**src/rtl/ahb_arbiter.sv**
```systemverilog
// ---------------------------------------------------------------------------
// ahb_arbiter
//
// Round-robin AHB bus arbiter for 16 masters. It grants at most one master
// per cycle. A master holding a locked transfer keeps the bus while it still
// requests it, and split masters are never eligible. HMASTER and HMASTLOCK
// change only at a completed transfer (HREADY high).
//
// Ports
//   HCLK       in   1   bus clock, all state changes on the rising edge
//   HRESETn    in   1   synchronous reset, active HIGH (resets when 1)
//   HBUSREQx   in   16  bus request, bit x = master x
//   HLOCKx     in   16  locked-transfer request, bit x = master x
//   HGRANTx    out  16  registered grant, one-hot or all-zero
//   HSPLIT     in   16  split mask, bit x high = master x not eligible
//   HREADY     in   1   transfer-complete strobe
//   HMASTER    out  4   index of the current bus owner (registered)
//   HMASTLOCK  out  1   current owner holds a locked transfer (registered)
// ---------------------------------------------------------------------------
module ahb_arbiter (
    input  logic        HCLK,
    input  logic        HRESETn,
    input  logic [15:0] HBUSREQx,
    input  logic [15:0] HLOCKx,
    output logic [15:0] HGRANTx,
    input  logic [15:0] HSPLIT,
    input  logic        HREADY,
    output logic [3:0]  HMASTER,
    output logic        HMASTLOCK
);

    logic [3:0]  rr_ptr;       // most recently granted master
    logic [15:0] eligible;
    logic        lock_hold;
    logic [3:0]  rr_start;
    logic [31:0] elig_dbl;
    logic [15:0] elig_rot;
    logic        rr_found;
    logic [3:0]  rr_off;
    logic        win_valid;
    logic [3:0]  win_idx;
    logic        grant_any;
    logic [3:0]  grant_idx;

    assign eligible  = HBUSREQx & ~HSPLIT;
    assign lock_hold = HMASTLOCK & HBUSREQx[HMASTER] & ~HSPLIT[HMASTER];
    assign rr_start  = rr_ptr + 4'd1;

    // Rotate the eligible vector so bit 0 is the master just after rr_ptr;
    // the lowest set bit of the rotated vector is then the round-robin winner.
    // NOTE: every signal assigned in an always_comb block gets a default at
    // the top, so no path through the block leaves it unassigned (no latch).
    always_comb begin
        elig_dbl = {eligible, eligible} >> rr_start;
        elig_rot = elig_dbl[15:0];
        rr_found = 1'b0;
        rr_off   = 4'd0;
        for (int i = 15; i >= 0; i--) begin
            if (elig_rot[i]) begin
                rr_found = 1'b1;
                rr_off   = 4'(i);
            end
        end
    end

    always_comb begin
        win_valid = 1'b0;
        win_idx   = 4'd0;
        if (lock_hold) begin
            win_valid = 1'b1;
            win_idx   = HMASTER;
        end else if (rr_found) begin
            win_valid = 1'b1;
            win_idx   = rr_start + rr_off;   // wraps 15 -> 0 in 4 bits
        end
    end

    // Index of the currently granted master (grant is one-hot or zero).
    always_comb begin
        grant_any = |HGRANTx;
        grant_idx = 4'd0;
        for (int i = 0; i < 16; i++) begin
            if (HGRANTx[i]) begin
                grant_idx = 4'(i);
            end
        end
    end

    // NOTE: sequential state uses non-blocking assignments so every flop
    // samples the pre-edge values, independent of statement order.
    always_ff @(posedge HCLK) begin
        if (HRESETn) begin
            HGRANTx   <= '0;
            HMASTER   <= 4'd0;
            HMASTLOCK <= 1'b0;
            rr_ptr    <= 4'd15;
        end else if (!HREADY) begin
            // Arbitration cycle: decide the next grant, owner holds.
            HGRANTx <= win_valid ? (16'h0001 << win_idx) : 16'h0000;
            if (win_valid) begin
                rr_ptr <= win_idx;
            end
        end else begin
            // Handover cycle: the granted master becomes the bus owner.
            HGRANTx <= '0;
            if (grant_any) begin
                HMASTER   <= grant_idx;
                HMASTLOCK <= HLOCKx[grant_idx] & HBUSREQx[grant_idx];
            end else begin
                HMASTLOCK <= 1'b0;
            end
        end
    end

endmodule

```
**config.mk**
```make
export PLATFORM = sky130hd
export DESIGN_NAME = ahb_arbiter
export DESIGN_NICKNAME = d
export VERILOG_FILES = /design/src/rtl/ahb_arbiter.sv
export SDC_FILE = /design/constraint.sdc
export NUM_CORES = 1
export LEC_CHECK = 0
export ABC_CLOCK_PERIOD_IN_PS = 4000
export CAP_MARGIN = 20
export CORE_MARGIN = 2
export CORE_UTILIZATION = 45
export DETAILED_ROUTE_END_ITERATION = 10
export PLACE_DENSITY = 0.79
export SKIP_CTS_REPAIR_TIMING = 1
export SLEW_MARGIN = 25
export SYNTH_ARGS = -nofsm -noshare
export SYNTH_HDL_FRONTEND = slang
export SYNTH_SLANG_ARGS = --single-unit
```
**constraint.sdc**
```tcl
create_clock -name HCLK -period 4 [get_ports HCLK]
set_input_delay 0.8 -clock HCLK [delete_from_list [all_inputs] [get_ports HCLK]]
set_output_delay 0.8 -clock HCLK [all_outputs]
set_load 0.02 [all_outputs]
```
Word level (Yosys, flattened, before mapping)
Cells that the tools add are included.

Bitwise logic cells: 8. Multiplexer cells: 60. Reduce and logical (&&, ||, !) cells: 4. Add/subtract/negate cells: 2. Shifts and indexed selects: 2. Order comparisons: 2.

Operators by type and width (count): $mux 4 (32); $shr 32x4->16 (1); $mux 1 (24); $and 16x16->16 (1); $bmux 1 s4 (4); $not 16->16 (1); $reduce_or 16->1 (1); $shl 1x4->16 const A (1); $lt 4x5->1 const B (2); $add 4x1->4 const B (1); $add 4x4->4 (1); $reduce_and 2->1 (2); $and 1x1->1 (3); $not 1->1 (3); $reduce_or 3->1 (1).

Logic and storage cells: 82. Bits in registers: 25.

Logic depth before layout (Yosys ltp)
Gate-level depths: netlist (run 1).

Depth after elaboration: 23. Depth in mapped cells: 21.

Worst setup path before layout (run 1)
OpenSTA, ideal clock, no wires.

Path kind: input to register. Start: in HSPLIT[9]. End: reg HGRANTx[7]. Stages on the path: 18. Arrival: 4055 ps. Required time: 3874 ps. Path buffers: 0. Path slack: -181 ps. Path through: nand2b_1 > mux4_1 > mux2_2 > and2b_1 > a21oi_2 > nor2b_1 > o2bb2ai_1 > a21boi_0 > o21a_1 > ha_1 > a21o_1 > a21oi_1 > xnor2_1 > a21o_1 > a41o_1 > o311ai_4 > nand4bb_1 > nor2_1.

Longest elaborated chain between the ends: 23.

RTL lines: from (decl) (RTL line 26) `input logic [15:0] HSPLIT,`; $not 16->16 (RTL line 45) `assign eligible = HBUSREQx & ~HSPLIT;`; $and 16x16->16 (RTL line 45); $shr 32x4->16 (RTL line 54) `elig_dbl = {eligible, eligible} >> rr_start;`; $mux 4 / $mux 1 (equally long branches) (16 in series) (RTL line 59) `if (elig_rot[i]) begin`; $add 4x4->4 / $mux 1 (equally long branches) (RTL line 74, 72); $mux 4 / $mux 1 (equally long branches) (RTL line 72, 69); $mux 4 / $not 1->1 (equally long branches); $shl 1x4->16 / $reduce_or 3->1 (equally long branches); to (signal assigned) (RTL line 99) `HGRANTx <= win_valid ? (16'h0001 << win_idx) : 16'h0000;`; to (decl) (RTL line 25) `output logic [15:0] HGRANTx,`.

Parallel ways exist; a longest one is shown, timed or not. The select of a mux whose other input is x is not followed. A chain may end at the register's enable or synchronous reset.

Final worst setup path (run 1)
Start: in HBUSREQx[8]. End: reg HGRANTx[10].

Longest elaborated chain between the ends: 22.

RTL lines: from (decl) (RTL line 23) `input logic [15:0] HBUSREQx,`; $and 16x16->16 (RTL line 45); $shr 32x4->16 (RTL line 54); $mux 4 / $mux 1 (equally long branches) (16 in series) (RTL line 59); $add 4x4->4 / $mux 1 (equally long branches) (RTL line 74, 72); $mux 4 / $mux 1 (equally long branches) (RTL line 72, 69); $mux 4 / $not 1->1 (equally long branches); $shl 1x4->16 / $reduce_or 3->1 (equally long branches).

Parallel ways exist; a longest one is shown, timed or not. The select of a mux whose other input is x is not followed.

==> metrics, run 1 <==
CTS H-tree depth=1; R2R Setup Slk=-220 ps; Starting Density=0.472; DR pass1 iterations=5; cts bufs inserted=3; worst path arrival time=4430 ps; core outline area=0.00561 mm2; Final Cycle Share=1.05; DR iter-0 viols=216; worst setup path class=in -> reg; fin area=0.00441 mm2; Ant. Diodes=0; register area share after synthesis=0.189; number of distinct library cells after synthesis=65; fmax=237 MHz; final wirelength=10200 um; RSZ-0062 raised after global routing=yes; root buffer cell=clkbuf_8; num rows=27; pre-CTS setup slack=-680 ps; Critical Path, Cell by Cell=dlymetal6s2s_1, nand2b_4, mux4_2, mux2_4, and2b_2, a21oi_2, nor2b_4, o2bb2ai_2, a21boi_2, o21a_1, ha_1, a21o_1, a21oi_2, xnor2_1, nand2_1, o311ai_4, nand4b_1, nor2_1; CP Depth=18; first-pass GRT wire length=13600 um; Worst Setup Slack, final=-219 ps; CP endpoint=HGRANTx[10]$_SDFF_PP0_; CTS tree=built; syn_area_per_cell=9.10 um2; Final nets=497; Async S/R FF share, synth=0; CP max stage cell=mux4_2; dpl cell area=0.00387 mm2; vias in the first global route=2948; worst reg2reg startpoint=rr_ptr[1]$_SDFFE_PP1P_; die area=0.00652 mm2; slew margin rel.=0.329; Sink Count=25; Worst R2R End=HGRANTx[10]$_SDFF_PP0_; DR vias/cell=6.10; clock latency on the worst-skew pair=270 ps; layout cells sized above 1=0.405; most frequent CP cell=a21oi_2; Post-Synthesis Cells=291; most frequent cell after synthesis=nor2_1; max-slew violations=0; skew final=3.46 ps; die width=80.7 um; final hold viol count=0; initial antenna violation count=0; DRC viols=0; crit path buf inv count=1; Max-Cap Viols=0; Area Overhead vs Synth=66.6%; post-synth net total=347; cell area after synthesis=0.00265 mm2; Worst Setup SP=HBUSREQx[8]; Primary FF master, synth=dfxtp_1; Yosys Warn Count=0; Yosys top cell by area=dfxtp_1; Synth top area share=0.189; actual slew at the worst max-slew pin=998 ps; GPL Wtd Cong=0.855; Total GRT Usage=0.266; hold_sp=rr_ptr[3]$_SDFFE_PP1P_; synth cell count leaders=33 x nor2_1, 25 x dfxtp_1, 22 x nand2_1; Synth area leaders=dfxtp_1 19%, mux4_2 11%, mux4_1 7.9%; crit end category=register; HPWL after DPL=6630 um; Setup-failing EPs final=18; routed via count=3124; R2R depth=19; FF+latch count, synth=25; Worst path top cell family by delay=compound AO/OA/AOI/OAI gates; failing checks=setup timing; GRT overflow=0; outcome=finished, violations left; Setup crit start kind=input pin; Ports=72; largest net degree at the start of global routing=16; Hold Crit Class=reg -> reg; PortBufs=71; chip height=80.7 um; Antenna Nets Post-Route=0; CP Data Required Time=4210 ps; Tmin final=4220 ps; worst-path maximum fanout=5; CTS Buffer Depth=2; Worst-path clk slew=90 ps; CP peak stage delay=480 ps; routed len/inst=19.8 um; Post-synth EDFFs=0
## metrics by stage
stage          hold WS (ps)  TNS [ps]  std cells  utilization
3_3_place_gp            529     -9530        479        0.690
4_1_cts                 563     -6540        483        0.699
3_5_place_dp            548    -11750        479        0.690
6_report                594     -2660        512        0.787
2_1_floorplan           525         0        291            -
5_1_grt                 611     -5170        512        0.787
## flip-flops by register name (all words and copies together) (netlist names)
signal	flops
HGRANTx	16
HMASTER	4
rr_ptr	4
HMASTLOCK	1
## layout make-up
class                           count  area, um2
Multi-Input combinational cell    244       2300
Timing Repair Buffer              156       1430
Fill cell                         356       1200
Sequential cell                    25        503
Tap cell                           72       90.1
Inverter                           11       46.3
Clock buffer                        3       41.3
Clock inverter                      1       7.51
## tightest hold or removal path, cell delays in order (launching register included)
cell and delay [ps]:
dfxtp_1 400, nor3_1 70, nor2_1 90
## cell families after synthesis
group,share of synthesized area
adder cells (fa/ha/maj),0.0265
flip-flops,0.189
AO/OA/AOI/OAI,0.198
buffers and inverters,0.0411
AND/OR/NAND/NOR,0.234
XOR/XNOR,0.0227
multiplexers,0.289
## metal layers
metal	global-route usage	routed length, um	up-vias
li1	-	-	1406
met1	0.331	3930	1498
met2	0.484	5250	186
met3	0.0416	640	34
met4	0.0593	336	0
met5	0	0	-
## worst min path at each step
stage | end | slack, ps | cells past startpoint
after global placement | HMASTER[3]$_SDFFE_PP0P_ | 530 | 2
after global routing | rr_ptr[3]$_SDFFE_PP1P_ | 610 | 2
after detailed placement | HMASTER[3]$_SDFFE_PP0P_ | 550 | 2
after floorplan | rr_ptr[3]$_SDFFE_PP1P_ | 520 | 2
final | rr_ptr[3]$_SDFFE_PP1P_ | 590 | 2
after CTS | HMASTER[3]$_SDFFE_PP0P_ | 560 | 2
## cell usage in the layout, fill, tap and decap left out, drive strengths merged, types with 6 or more instances in the layout
cell,Yosys,layout
buf,6,84
a21oi,18,18
nor2b,8,8
inv,11,11
nor3,11,11
clkbuf,5,11
nand3,9,9
dlymetal6s2s,0,25
mux4,21,21
nand2,22,22
clkdlybuf4s50,0,39
a21o,6,6
o21ai,13,13
nand2b,18,18
dfxtp,25,25
nor2,34,34
mux2i,19,19
Power of run 1 is not shown: default switching activity piles up to over one toggle a cycle in this logic, so the estimate is an artifact.
==> inputs of run 2 (changes only) <==
--- a/config.mk
+++ b/config.mk
@@ -5,12 +5,13 @@
 export SDC_FILE = /design/constraint.sdc
 export NUM_CORES = 1
 export LEC_CHECK = 0
-export ABC_CLOCK_PERIOD_IN_PS = 4000
+export ABC_CLOCK_PERIOD_IN_PS = 4900
 export CAP_MARGIN = 20
-export CORE_MARGIN = 2
-export CORE_UTILIZATION = 45
+export CORE_MARGIN = 4
+export CORE_UTILIZATION = 50
 export DETAILED_ROUTE_END_ITERATION = 10
-export PLACE_DENSITY = 0.79
+export PLACE_DENSITY = 0.83
+export RECOVER_POWER = 50
 export SKIP_CTS_REPAIR_TIMING = 1
 export SLEW_MARGIN = 25
 export SYNTH_ARGS = -nofsm -noshare
==> constraint.sdc (replaced) <==
create_clock -name HCLK -period 4.9 [get_ports HCLK]
set_input_delay 0.98 -clock HCLK [delete_from_list [all_inputs] [get_ports HCLK]]
set_output_delay 0.98 -clock HCLK [all_outputs]
set_load 0.02 [all_outputs]
==> metrics, run 2 (synthesized netlist as in run 1, its figures left out) <==
CTS Buffer Depth=2 (unchanged); Ports=72 (unchanged); setup TNS=0 ps (+2660 ps); Final Cycle Share=0.966; Starting Density=0.519 (+0.0463); worst-path maximum fanout=5 (unchanged); fmax=211 MHz; largest net degree at the start of global routing=16 (unchanged); Worst-path clk slew=80 ps (about the same); core outline area=0.00511 mm2 (-8.9%); root buffer cell=clkbuf_8; Sink Count=25 (unchanged); worst path arrival time=4940 ps (+510 ps); skew final=5.44 ps (+1.98 ps); Total GRT Usage=0.241 (-0.0254); largest registers=HGRANTx (16), HMASTER (4), rr_ptr (4); first-pass GRT wire length=12500 um (-8.7%); Ant. Diodes=0 (unchanged); slew margin rel.=0.361 (+0.0326); CP Data Required Time=5100 ps (+890 ps); GPL Wtd Cong=0.872 (+2.0%); die area=0.00653 mm2 (+0.16%); Setup crit start kind=input pin; crit end category=register; CTS H-tree depth=1 (unchanged); commonest non-fill, non-tap cell in the layout=clkdlybuf4s50_1; Area Overhead vs Synth=38.4%; worst setup path class=in -> reg; layout cells sized above 1=0.203 (-0.201); CTS tree=built; HPWL after DPL=6230 um (-6.0%); Max-Cap Viols=0 (unchanged); vias in the first global route=2659 (-9.8%); initial antenna violation count=0 (unchanged); clock latency on the worst-skew pair=270 ps (about the same); commonest cells after routing, fill and taps aside=52 x clkdlybuf4s50_1, 33 x nor2_1, 25 x dfxtp_1; chip height=80.8 um (about the same); actual slew at the worst max-slew pin=958 ps (-39.7 ps); DR pass1 iterations=4 (-1); dpl cell area=0.00354 mm2 (-8.6%); routed len/inst=17.6 um (-12%); Tmin final=4730 ps; num rows=26 (-3.7%); Worst Setup Slack, final=168 ps (+387 ps); final hold viol count=0 (unchanged); Final nets=436 (-12%); Setup-failing EPs final=0 (-18); die width=80.8 um (about the same); Hold Crit Class=reg -> reg; cts bufs inserted=3 (unchanged); Util after Layout=0.718 (-0.0689); DR iter-0 viols=193 (-11%); DRC viols=0 (unchanged); outcome=complete, no violations; final wirelength=7890 um (-22%); Top reg by flops=HGRANTx; GRT overflow=0 (unchanged); pre-CTS setup slack=-178 ps (+503 ps); PortBufs=71 (unchanged); DR vias/cell=6.01 (-1.6%); Antenna Nets Post-Route=0 (unchanged); fin area=0.00367 mm2 (-17%); routed via count=2697 (-14%); Largest register FFs=16 (unchanged); max-slew violations=0 (unchanged)
==> run 2: changes by cell type in the layout (fill, tap and decap cells not counted), moves of 7 or more <==
cell             before  now
buf_4                80   24
dlymetal6s2s_1       25    0
nand2b_4             16    3
clkbuf_2              7    0
nand2b_1              2   14
dlygate4sd3_1         0   19
clkdlybuf4s50_1      39   52
==> run 2: area by class of cell <==
| class | instances | area, um2 |
|---|---|---|
| Tap cell | 70 | 87.6 |
| Multi-Input combinational cell | 244 | 2100 |
| Sequential cell | 25 | 500 |
| Clock buffer | 3 | 41.3 |
| Clock inverter | 1 | 7.51 |
| Fill cell | 387 | 1440 |
| Inverter | 11 | 41.3 |
| Timing Repair Buffer | 95 | 891 |
==> run 2: critical path, cell delays in order <==
cell             delay, ps
clkdlybuf4s50_1        480
nand2b_1               140
buf_4                  180
mux4_2                 520
mux2i_4                240
buf_4                  160
nor3_1                  40
a21o_1                 210
a21boi_1               150
o21a_1                 180
ha_1                   290
a21o_1                 200
a21oi_2                140
xnor2_1                160
nand2_1                120
o311ai_4               340
nand4b_1               220
nor2_1                 160
==> run 2: final timing paths <==
| check | depth (start not counted) | endpoint | slack (ps) | from |
|---|---|---|---|---|
| min | 2 | HMASTER[3]$_SDFFE_PP0P_ | 530 | HMASTER[3]$_SDFFE_PP0P_ |
| max | 18 | HGRANTx[10]$_SDFF_PP0_ | 170 | HBUSREQx[12] |
| min reg2reg | 2 | HMASTER[3]$_SDFFE_PP0P_ | 530 | HMASTER[3]$_SDFFE_PP0P_ |
| max reg2reg | 19 | HGRANTx[10]$_SDFF_PP0_ | 510 | rr_ptr[1]$_SDFFE_PP1P_ |
==> run 2: routing by layer <==
layer / part of all wire / track usage / up-vias
li1: - / - / 1288
met1: 0.42 / 0.316 / 1285
met2: 0.50 / 0.426 / 106
met3: 0.055 / 0.0244 / 18
met4: 0.018 / 0.0591 / 0
met5: 0 / 0 / -
==> run 2: per-stage QoR <==
step	std cells	hold WS (ps)
3_5_place_dp	442	522
2_1_floorplan	291	525
5_1_grt	449	576
6_report	449	528
3_3_place_gp	442	524
4_1_cts	446	533
Power of run 2 is left out for the same reason.
